**src/rtl/othello_pkg.sv**
```systemverilog
// Shared encodings for the Othello move checker: cell values, ray directions,
// per-direction step deltas and the checker FSM state encoding.
// Pure definitions, no logic; imported by the checker and its ray stepper.
package othello_pkg;

    // Board RAM cell encodings; RSVD is read back as if the square were empty
    localparam logic [1:0] CELL_EMPTY = 2'b00;
    localparam logic [1:0] CELL_BLACK = 2'b01;
    localparam logic [1:0] CELL_WHITE = 2'b10;
    localparam logic [1:0] CELL_RSVD  = 2'b11;

    // Direction indices, clockwise from north; bit d of dir_mask maps to index d
    localparam logic [2:0] DIR_N  = 3'd0;
    localparam logic [2:0] DIR_NE = 3'd1;
    localparam logic [2:0] DIR_E  = 3'd2;
    localparam logic [2:0] DIR_SE = 3'd3;
    localparam logic [2:0] DIR_S  = 3'd4;
    localparam logic [2:0] DIR_SW = 3'd5;
    localparam logic [2:0] DIR_W  = 3'd6;
    localparam logic [2:0] DIR_NW = 3'd7;

    typedef enum logic [2:0] {
        S_IDLE,
        S_ORIGIN,
        S_ISSUE,
        S_WAIT,
        S_EVAL,
        S_NEXT_DIR,
        S_DONE
    } state_t;

    // Column delta for a direction, two's complement in 2 bits (-1, 0, +1)
    function automatic logic signed [1:0] dir_dx(input logic [2:0] d);
        case (d)
            DIR_NE, DIR_E, DIR_SE: return 2'sb01;
            DIR_SW, DIR_W, DIR_NW: return 2'sb11;
            default:               return 2'sb00;
        endcase
    endfunction

    // Row delta for a direction; row 0 is the top, so north is -1
    function automatic logic signed [1:0] dir_dy(input logic [2:0] d);
        case (d)
            DIR_N, DIR_NE, DIR_NW: return 2'sb11;
            DIR_SE, DIR_S, DIR_SW: return 2'sb01;
            default:               return 2'sb00;
        endcase
    endfunction

endpackage

```
**src/rtl/othello_ray_stepper.sv**
```systemverilog
// Purpose: advance a board position one square along direction dir and flag off-board.
// Latency: combinational. Backpressure: none, pure function of its inputs.
// Ports: pos_x/pos_y signed position in, dir direction index in,
//        next_x/next_y stepped position, off_board (stepped square outside board), addr RAM address of it.
module othello_ray_stepper
    import othello_pkg::*;
#(
    parameter int BOARD_DIM = 8,
    parameter int COORD_W   = 4,
    parameter int ADDR_W    = 8
) (
    input  logic signed [COORD_W:0] pos_x,
    input  logic signed [COORD_W:0] pos_y,
    input  logic [2:0]              dir,
    output logic signed [COORD_W:0] next_x,
    output logic signed [COORD_W:0] next_y,
    output logic                    off_board,
    output logic [ADDR_W-1:0]       addr
);

    localparam logic signed [COORD_W:0] DIM_S = (COORD_W+1)'(BOARD_DIM);

    logic signed [1:0] dx;
    logic signed [1:0] dy;

    always_comb begin
        dx = dir_dx(dir);
        dy = dir_dy(dir);
        // Sign-extend the 2-bit deltas to the position width
        next_x = pos_x + {{(COORD_W-1){dx[1]}}, dx};
        next_y = pos_y + {{(COORD_W-1){dy[1]}}, dy};
        // Bounds are tested per axis so a ray can never wrap onto the next row
        off_board = next_x[COORD_W] | next_y[COORD_W] |
                    (next_x >= DIM_S) | (next_y >= DIM_S);
        // Only meaningful when off_board is clear
        addr = ADDR_W'(next_y[COORD_W-1:0]) * ADDR_W'(BOARD_DIM) +
               ADDR_W'(next_x[COORD_W-1:0]);
    end

endmodule

```
**config.mk**
```make
export PLATFORM = sky130hd
export DESIGN_NAME = othello_ray_stepper
export DESIGN_NICKNAME = d
export VERILOG_FILES = /design/src/rtl/othello_pkg.sv /design/src/rtl/othello_ray_stepper.sv
export SDC_FILE = /design/constraint.sdc
export NUM_CORES = 1
export LEC_CHECK = 0
export ABC_AREA = 1
export BUFFER_PORTS_ARGS = -buffer_cell sky130_fd_sc_hd__clkbuf_2
export CAP_MARGIN = 25
export CELL_PAD_IN_SITES_DETAIL_PLACEMENT = 2
export CELL_PAD_IN_SITES_GLOBAL_PLACEMENT = 2
export CORE_MARGIN = 3
export CORE_UTILIZATION = 23
export DETAILED_ROUTE_END_ITERATION = 10
export PLACE_DENSITY_LB_ADDON = 0.15
export SYNTH_ARGS = -nofsm -noshare
export SYNTH_HDL_FRONTEND = slang
export SYNTH_SLANG_ARGS = --single-unit
```
**constraint.sdc**
```tcl
create_clock -name vclk -period 2.07
set_input_delay 0.207 -clock vclk [all_inputs]
set_output_delay 0.207 -clock vclk [all_outputs]
set_load 0.02 [all_outputs]
```
== Word level (Yosys, flattened, before mapping) ==
Index checks and enable logic that the tools add are counted.

* Word-level logic and storage cells: 22
* Flip-flop bits (word level): 0
* Output and inout bits: 19
* Bits of input ports: 13

* Bitwise operators: 3
* Add/subtract/negate cells: 3
* Order comparisons: 2
* Mux-type cells: 2
* Reduce and logical (&&, ||, !) cells: 5
* Equal/unequal tests: 7

{| class="wikitable"
|+ Operators by type and width
! kind !! count
|-
| 3-bit == test, second input constant || 4
|-
| 3-bit OR reduction || 4
|-
| 5-bit adder || 2
|-
| 5-bit greater-or-equal comparator, second input constant || 2
|-
| 7-bit by 4-bit adder with 8-bit output || 1
|-
| 2-bit case mux with 2 select lines || 2
|-
| 3-bit by 2-bit == test with 1-bit output, second input constant || 2
|-
| 3-bit by 1-bit == test with 1-bit output, second input constant || 1
|-
| 3-bit logical NOT || 1
|-
| 1-bit OR || 3
|}

== Longest topological paths before layout ==
Gate-level depths: netlist (run 1).

* Depth after elaboration: 7
* Gate-level depth with buffers: 13
* Depth with buffers taken out: 13

== Worst setup path before layout (run 1) ==
OpenSTA, ideal clock, no wires.

* Path kind: in2out
* From: in dir[0]
* To: out addr[5]
* Stages on the path: 13
* Path buffers: 0
* Path slack: -209 ps
* Data arrival time: 2072 ps
* Data required time: 1863 ps
* Cell sequence: inv_1 > nand2_4 > nand2_2 > inv_1 > ha_1 > nand3_1 > nand3_1 > nand2_1 > nand2_1 > ha_1 > ha_1 > inv_1 > xor2_1

* Word-level cells in the longest chain between the ends: 5
* Elaborated cells on any way between the ends: 17
* Classes of those cells: 3 x add/sub; 7 x eq/ne; 2 x mux; 5 x reduce/logical

{| class="wikitable"
|+ RTL lines
! element !! line !! source
|-
| from (decl) || othello_ray_stepper.sv:14 || <nowiki>input logic [2:0] dir,</nowiki>
|-
| 3-bit == test (tied with other cells) || othello_pkg.sv:34 || <nowiki>case (d)</nowiki>
|-
| 3-bit OR reduction || othello_pkg.sv:34 ||
|-
| 2-bit case mux with 2 select lines * || othello_pkg.sv:34 ||
|-
| 5-bit adder * || othello_ray_stepper.sv:30 || <nowiki>next_x = pos_x + {{(COORD_W-1){dx[1]}}, dx};</nowiki>
|-
| named net next_x[3] || othello_ray_stepper.sv:15 || <nowiki>output logic signed [COORD_W:0] next_x,</nowiki>
|-
| 7-bit by 4-bit adder with 8-bit output * || othello_ray_stepper.sv:36 || <nowiki>addr = ADDR_W'(next_y[COORD_W-1:0]) * ADDR_W'(BOARD_DIM) +</nowiki>
|-
| to (decl) || othello_ray_stepper.sv:18 || <nowiki>output logic [ADDR_W-1:0] addr</nowiki>
|}

Mark *: on every way through the listed nets, which the timed path passes. The rest lies on a longest branch.

== Worst setup path in the final report (run 1) ==
* From: in dir[2]
* To: out addr[5]

* Word-level cells in the longest chain between the ends: 5
* Elaborated cells on any way between the ends: 17
* Classes of those cells: 3 x add/sub; 7 x eq/ne; 2 x mux; 5 x reduce/logical

{| class="wikitable"
|+ RTL lines
! element !! line
|-
| 3-bit by 2-bit == test with 1-bit output (tied with other cells) || othello_pkg.sv:34, othello_pkg.sv:43
|-
| 3-bit OR reduction (on tied branches) || othello_pkg.sv:43, othello_pkg.sv:34
|-
| 2-bit case mux with 2 select lines (on tied branches) || othello_pkg.sv:43, othello_pkg.sv:34
|-
| 5-bit adder (on tied branches) || othello_ray_stepper.sv:31, othello_ray_stepper.sv:30
|-
| 7-bit by 4-bit adder with 8-bit output * || othello_ray_stepper.sv:36
|}

Every way passes the cells marked *; elsewhere a longest branch is shown, timed or not.

==> impl_metrics.yaml, run 1 <==
detailed_routing:
  wirelength_um: 2390
  detailedRoute.firstIterationViolations: 7
  num_vias: 793
  drc: 0
  routed_via_density: 4.75
  route.detailed.wl_per_inst_um: 14.3
  dr.pass1.iters: 2
  ant_nets: 0
global_route:
  antenna_found_initial: 0
  global_route_wire_length_before_repair_um: 3710
  first_global_vias: 833
  grt.overflow.total: 0
  globalRouteTotalUtil_pct: 13.7
  grt_start_max_net_pins: 6
placed_design:
  placed_cells_incl_taps: 164
  gp_congestion: 0.682
  port-buffer-count: 32
  dp_worst_setup_slack_ns: -0.171
  detailed_place_hpwl_um: 1890
  post_dp_cell_area_sq_um: 882
timing:
  setup_viol: 0
  post-route-worst-setup-slack_ns: 0.0440
  slew_headroom_pct: 85.7
  timing.final.max_slew_violations: 0
  period_share_pct: 97.9
  hold_violations: 0
  period_minus_slack_ns: 2.03
  transition_time_at_the_pin_with_the_least_slew_margin_ns: 0.214
  tns_ns: 0
  maxClockFrequency_mhz: 494
critical_path:
  critical_path_cell_list: "clkbuf_4 -> buf_6 -> inv_2 -> nand2_4 -> nand2_4 -> fa_2 -> ha_4 -> inv_4 -> xor2_2 -> clkbuf_8"
  cpLargestDelayFamily: "adder cells"
  critical_path_peak_fanout: 5
  critPathCaptureType: "output pin"
  slowest_stage: "fa_2"
  cp.buffers_inverters: 5
  crit_path_max_incr_delay_ns: 0.64
  critPathKind: "in -> out"
  required_ns: 1.86
  critical-path-top-cell-by-count: "nand2_4"
  crit_arrival_ns: 1.82
  critPathLaunchType: "input pin"
layout:
  nFillCells: 295
  numSequentialCells: 0
  diodes: 0
  multi_input_area_sq_um: 627
  post_route_cells_drive_above_1_share_pct: 61.9
  area_growth_syn_to_layout_pct: 72.1
  final_cells: 167
  seqCellArea_sq_um: 0
  layout.nets: 166
  n_clock_buffer: 0
  final_cell_area_sq_mm: 0.00103
power:
  totalPowerFinal_w: 0.000486
  cellPowerDensity_mw_per_mm2: 473
  leakage_nw: 0.562
  worst_ir_drop_vdd_v: 0.000186
die:
  io_pins: 32
  die-height_um: 56.9
  core_area_sq_mm: 0.00234
  dieArea_sq_mm: 0.00324
  die_w_um: 56.9
  rows: 17
  initial_core_util_pct: 25.5
yosys:
  mappedNetlistNets: 120
  synthCells: 95
  netlist.top_cell.by_area: "ha_1"
  seq_area_frac_synth_pct: 0
  synth_area_sq_um: 597
  syn-mean-instance-area_sq_um: 6.28
  synth_cell_type_count: 16
  yosys_warnings: 0
  synthDominantCellAreaShare_pct: 21.0
  post_synth_main_area_contributors: "ha_1 21%, nand2_1 13%, nand3_1 12%"
worst_hold_path:
  worstHoldPathType: "in -> out"
job:
  max-cap-violations: 0
outcome:
  run_status: "complete, no violations"
clocking:
  postCtsHoldBufs: 0
==> cell type report <==
cell class | count | area share, %
inverter | 18 | 7.31
multi-input combinational | 74 | 61.0
tap | 28 | 3.41
timing repair buffer | 47 | 28.3
==> layer usage <==
layer  share of wire [%]  track usage [%]  wire [um]  vias to the layer above
met5                   0                0          0                        -
li1                    -                -          -                      384
met1                  40             17.5        969                      386
met2                  55             26.9       1330                       23
met4                   0                0          0                        0
met3                 4.1            0.452         98                        0
==> metrics by stage <==
stage | util [%] | hold WS, ns
4_1_cts | 40.4 | 0.802
3_3_place_gp | 37.7 | 0.793
3_5_place_dp | 37.7 | 0.802
2_1_floorplan | - | 0.640
5_1_grt | 43.9 | 0.837
6_report | 43.9 | 0.815
==> logic make-up after synthesis <==
family / after synthesis / share of synthesized area (%)
adders and majority gates: 12 / 27.7
buffers and inverters: 21 / 15.1
xor gates and xnor gates: 3 / 4.40
and+or+nand+nor: 59 / 52.8
==> power breakdown <==
group | switching [W] | leakage, nW | internal, W | total [W]
registers | 0 | 0 | 0 | 0
clock network | 0 | 0 | 0 | 0
logic | 0.000285 | 0.562 | 0.000201 | 0.000486
==> synthesized netlist by cell type <==
master / number
nand4_1: 1
nand2_2: 8
ha_1: 10
nand3_1: 14
inv_2: 3
nor2_1: 6
nand3_2: 5
or2_4: 1
fa_1: 2
xor2_1: 2
nand2_1: 21
inv_1: 15
nand2_4: 2
buf_4: 3
nor2_2: 1
xnor2_1: 1
==> what timing repair did <==
item	4_1_cts	5_1_grt
endpoints found under the hold margin	0	0
resized for setup	16	14
endpoints found under the setup margin	5	6
setup buffers	0	3
pin swaps	2	7
==> cell usage in the layout (no fill, tap or decap), drive strengths merged <==
master / netlist / layout
xor2: 2 / 2
ha: 10 / 10
nand4: 1 / 1
buf: 3 / 16
nand2: 31 / 31
nand3: 19 / 19
clkbuf: 0 / 31
inv: 18 / 18
or2: 1 / 1
xnor2: 1 / 1
fa: 2 / 2
nor2: 7 / 7
==> final timing paths <==
check	startpoint	to	slack [ns]	cells after the start
max	dir[2]	addr[5]	0.04	10
min	pos_x[0]	addr[0]	0.82	3
Note: power is estimated with default switching activity, not from simulation.
==> run 2: changes to the inputs <==
- MAX_ROUTING_LAYER: not set -> met4
==> impl_metrics.yaml, run 2 (synthesized netlist as in run 1, its figures left out) <==
outcome:
  run_status: "complete, no violations"
critical_path:
  required_ns: 1.86
  critPathCaptureType: "output pin"
  critPathKind: "in -> out"
  critPathLaunchType: "input pin"
  critical_path_peak_fanout: 5
  crit_arrival_ns: 1.82
global_route:
  globalRouteTotalUtil_pct: 14.1
  grt.overflow.total: 0
  antenna_found_initial: 0
  first_global_vias: 833
  grt_start_max_net_pins: 6
  global_route_wire_length_before_repair_um: 3710
timing:
  timing.final.max_slew_violations: 0
  fin_worst_hold_slack_ns: 0.815
  transition_time_at_the_pin_with_the_least_slew_margin_ns: 0.214
  maxClockFrequency_mhz: 494
  setup_viol: 0
  period_minus_slack_ns: 2.03
  period_share_pct: 97.9
  hold_violations: 0
  slew_headroom_pct: 85.7
layout:
  nFillCells: 295
  post_route_cells_drive_above_1_share_pct: 61.9
  layout_common_cells: "29 x clkbuf_2, 18 x nand2_1, 15 x buf_4, 12 x nand3_1, 11 x inv_1"
  final_common_cell: "clkbuf_2"
  n_clock_buffer: 0
  seqCellArea_sq_um: 0
  layout.nets: 166
  core_utilization_of_the_finished_layout_pct: 43.9
  area_growth_syn_to_layout_pct: 72.1
  diodes: 0
  numSequentialCells: 0
detailed_routing:
  routed_via_density: 4.75
  wl_met3_um: 91
  dr_wl_met2_um: 1330
  wirelength_met1_um: 974
  maxUsedRoutingLayer: "met3"
  ant_nets: 0
  dr.pass1.iters: 2
  num_vias: 793
  route.detailed.wl_per_inst_um: 14.3
  drc: 0
  detailedRoute.firstIterationViolations: 7
  wirelength_um: 2390
power:
  cellPowerDensity_mw_per_mm2: 473
  worst_ir_drop_vdd_v: 0.000186
  totalPowerFinal_w: 0.000486
  leakage_nw: 0.562
job:
  max-cap-violations: 0
placed_design:
  gp_congestion: 0.689
  port-buffer-count: 32
  detailed_place_hpwl_um: 1890
die:
  initial_core_util_pct: 25.5
  die-height_um: 56.9
  io_pins: 32
  die_w_um: 56.9
  rows: 17
  core_area_sq_mm: 0.00234
  dieArea_sq_mm: 0.00324
worst_hold_path:
  worstHoldPathType: "in -> out"
## run 2: cell counts in the layout (fill, tap and decap cells not counted)
Identical to the previous run, type by type.
## run 2: per-stage QoR
stage	instance area, sq um	setup WS (ns)	TNS, ns	std cells
2_1_floorplan	619	0.0172	0	95
3_3_place_gp	882	-0.0729	-0.0729	164
3_5_place_dp	882	-0.171	-0.396	164
4_1_cts	946	0.0121	0	164
5_1_grt	1030	-0.0752	-0.146	167
6_report	1030	0.0440	0	167
## run 2: final timing paths
path / start / to / slack, ns / cells after the start
hold / removal: pos_x[0] / addr[0] / 0.82 / 3
setup / recovery: dir[2] / addr[5] / 0.04 / 10
## run 2: final cells by class
class | count | area, sq um | share of cell area (%)
tap | 28 | 35.0 | 3.41
inverter | 18 | 75.1 | 7.31
multi-input combinational | 74 | 627 | 61.0
timing repair buffer | 47 | 290 | 28.3
## run 2: report_power, final
part           internal [W]  leakage [nW]  switching [W]
Combinational      0.000201         0.562       0.000285
Clock                     0             0              0
Sequential                0             0              0
Total              0.000201         0.562       0.000285
## run 2: per-layer routing
metal	up-vias	GRT usage, %
met1	386	17.6
met4	0	0
met5	-	-
met2	23	26.9
li1	384	-
met3	0	0.226
## run 2: critical path, cell delays in order
cell and delay (ns):
clkbuf_4 0.15, buf_6 0.12, inv_2 0.05, nand2_4 0.07, nand2_4 0.08, fa_2 0.64
ha_4 0.16, inv_4 0.04, xor2_2 0.16, clkbuf_8 0.15
## run 2: timing repair
action | in CTS | in global routing
setup buffers | 0 | 3
hold buffers | 0 | 0
setup endpoints to repair | 5 | 6
pin swaps | 2 | 7
gates resized for setup | 16 | 14
==> run 3: changes to the inputs <==
- ABC_AREA: 1 -> not set
- CORE_UTILIZATION: 23 -> 21
==> impl_metrics.yaml, run 3 <==
outcome:
  failing_step: "global routing (5_1_grt)"
  run_status: "aborted with a tool error"
  first-error: "[ERROR DPL-0033] detailed placement checks failed during check placement."
die:
  rows: 14
  io_pins: 32
  die-height_um: 48.6
  die_w_um: 48.6
  initial_core_util_pct: 23.6
yosys:
  yosysMostFrequentCell: "ha_1"
  syn-mean-instance-area_sq_um: 9.28
  netlist.top_cell.by_area: "ha_1"
  synthCells: 41
  synth_common_cells: "10 x ha_1, 5 x xnor2_1, 5 x xor2_1"
  synth_area_sq_um: 380
  synthDominantCellAreaShare_pct: 32.9
  yosys_warnings: 0
  mappedNetlistNets: 66
  post_synth_main_area_contributors: "ha_1 33%, xnor2_1 12%, xor2_1 12%"
  seq_area_frac_synth_pct: 0
  synth_cell_type_count: 14
timing:
  worst_endpoint_left_by_the_global_route_repair_timing_run: "off_board"
  worst-ep-kind: "primary output"
placed_design:
  port-buffer-count: 32
  detailed_place_hpwl_um: 1470
  gp_congestion: 0.722
  post_dp_cell_area_sq_um: 783
global_route:
  grt_start_max_net_pins: 5
  antenna_found_initial: 0
clocking:
  postCtsHoldBufs: 0
==> run 3: stage by stage <==
stage | TNS, ns | hold WS [ns] | worst slack (ns) | utilization (%) | instances
CTS | -1.41 | 0.816 | -0.405 | 55.7 | 109
detailed placement | -1.98 | 0.815 | -0.405 | 48.6 | 107
global placement | -1.50 | 0.814 | -0.359 | 48.6 | 107
floorplan | -0.690 | 0.623 | -0.188 | - | 41
==> run 3: kinds of logic after synthesis <==
group                      synth area share, %
adders and majority gates                 43.4
xor gates and xnor gates                  23.0
AOI/OAI and AO/OA                         15.5
and+or+nand+nor                           12.2
buffers and inverters                     5.92
==> run 3: timing repair <==
item / 4_1_cts
resized for setup: 17
buffers inserted: 2
setup endpoints to repair: 9
pin swaps: 7
==> run 4: changes to the inputs <==
- CELL_PAD_IN_SITES_DETAIL_PLACEMENT: 2 -> not set
- CELL_PAD_IN_SITES_GLOBAL_PLACEMENT: 2 -> not set
- CORE_AREA: not set -> 3 3 64 66
- CORE_MARGIN: 3 -> not set
- CORE_UTILIZATION: 21 -> not set
- DIE_AREA: not set -> 0 0 67 69
- MAX_ROUTING_LAYER: met4 -> not set
==> impl_metrics.yaml, run 4 <==
outcome:
  run_status: "finished, violations left"
  violations_in_the_final_reports: "setup timing"
placed_design:
  gp_congestion: 0.621
  post_dp_cell_area_sq_um: 806
  port-buffer-count: 32
  detailed_place_hpwl_um: 1160
  placed_cells_incl_taps: 130
yosys:
  synth_cell_type_count: 14
  yosys_warnings: 0
  yosysMostFrequentCell: "ha_1"
  synth_area_sq_um: 380
  netlist.top_cell.by_area: "ha_1"
  synthDominantCellAreaShare_pct: 32.9
  post_synth_main_area_contributors: "ha_1 33%, xnor2_1 12%, xor2_1 12%"
  seq_area_frac_synth_pct: 0
  mappedNetlistNets: 66
  synth_common_cells: "10 x ha_1, 5 x xnor2_1, 5 x xor2_1"
  syn-mean-instance-area_sq_um: 9.28
  synthCells: 41
detailed_routing:
  num_vias: 452
  drc: 0
  ant_nets: 0
  dr.pass1.iters: 1
  route.detailed.wl_per_inst_um: 9.20
  routed_via_density: 3.32
  detailedRoute.firstIterationViolations: 0
  wirelength_um: 1250
layout:
  layout.nets: 115
  n_clock_buffer: 0
  final_cell_area_sq_mm: 0.00103
  core_utilization_of_the_finished_layout_pct: 28.3
  final_cells: 136
  seqCellArea_sq_um: 0
  numSequentialCells: 0
  post_route_cells_drive_above_1_share_pct: 86.4
  final_common_cell: "clkbuf_2"
  layout_common_cells: "23 x clkbuf_2, 18 x buf_4, 7 x buf_8, 6 x ha_4, 4 x a21o_1"
  diodes: 0
  area_growth_syn_to_layout_pct: 171
timing:
  period_minus_slack_ns: 2.43
  fin_worst_hold_slack_ns: 0.784
  hold_violations: 0
  setup_viol: 6
  slew_headroom_pct: 81.0
  transition_time_at_the_pin_with_the_least_slew_margin_ns: 0.285
  timing.final.max_slew_violations: 0
  post-route-worst-setup-slack_ns: -0.363
  rsz_0062_raised_after_global_routing: "true"
  period_share_pct: 118
  maxClockFrequency_mhz: 411
worst_hold_path:
  worstHoldPathType: "in -> out"
die:
  dieArea_sq_mm: 0.00462
  initial_core_util_pct: 10.5
  core_area_sq_mm: 0.00363
  rows: 22
  die-height_um: 69
  die_w_um: 67
  io_pins: 32
power:
  worst_ir_drop_vdd_v: 0.000137
  totalPowerFinal_w: 0.000629
  leakage_nw: 0.475
  cellPowerDensity_mw_per_mm2: 610
global_route:
  global_route_wire_length_before_repair_um: 1930
  first_global_vias: 426
  globalRouteTotalUtil_pct: 5.22
  grt_start_max_net_pins: 6
  antenna_found_initial: 0
  grt.overflow.total: 0
critical_path:
  required_ns: 1.86
  critPathCaptureType: "output pin"
  critPathLaunchType: "input pin"
  critical_path_peak_fanout: 4
  crit_arrival_ns: 2.23
  critPathKind: "in -> out"
job:
  max-cap-violations: 0
clocking:
  postCtsHoldBufs: 0
## run 4: cell counts after synthesis
Identical to the previous run, type by type.
## run 4: worst max-delay path, cell delays in order
cell and delay (ns):
buf_6 0.10, or2_4 0.26, ha_4 0.17, fa_2 0.39
a21o_1 0.20, a21oi_2 0.17, xor2_2 0.09, or4_4 0.48
buf_6 0.14
## run 4: metrics by stage
step | worst slack [ns] | setup TNS, ns
after floorplan | -0.188 | -0.690
after detailed placement | -0.387 | -2.09
after global placement | -0.392 | -2.09
after global routing | -0.436 | -1.58
after CTS | -0.381 | -1.47
final | -0.363 | -1.09
## run 4: logic make-up after synthesis
| kind of cell | after synthesis | synth area share (%) |
|---|---|---|
| buffers and inverters | 3 | 5.92 |
| AND/OR/NAND/NOR | 7 | 12.2 |
| XOR/XNOR | 10 | 23.0 |
| adder cells (fa/ha/maj) | 12 | 43.4 |
| AO/OA/AOI/OAI | 9 | 15.5 |
## run 4: power by group
| group | internal, W | switching [W] | total [W] |
|---|---|---|---|
| logic | 0.000339 | 0.000290 | 0.000629 |
| registers | 0 | 0 | 0 |
| clock network | 0 | 0 | 0 |
## run 4: cell type report
class / count / area [sq um]
tap: 48 / 60.1
multi-input combinational: 38 / 592
timing repair buffer: 50 / 378
fill: 392 / 2600
## run 4: layer usage
layer  wire (um)  vias up  track usage (%)
li1            -      238                -
met1         475      204             6.72
met2         722       10             9.72
met3          53        0            0.489
met4           0        0                0
met5           0        -                0
## run 4: final timing paths
| check | from | end | slack (ns) | depth (start not counted) |
|---|---|---|---|---|
| max | dir[1] | off_board | -0.36 | 9 |
| min | pos_x[0] | next_x[0] | 0.78 | 3 |
## run 4: repair_timing
item,4_1_cts,5_1_grt
resized for setup,19,18
pin swaps,7,13
buffers inserted,2,5
endpoints found under the setup margin,10,10
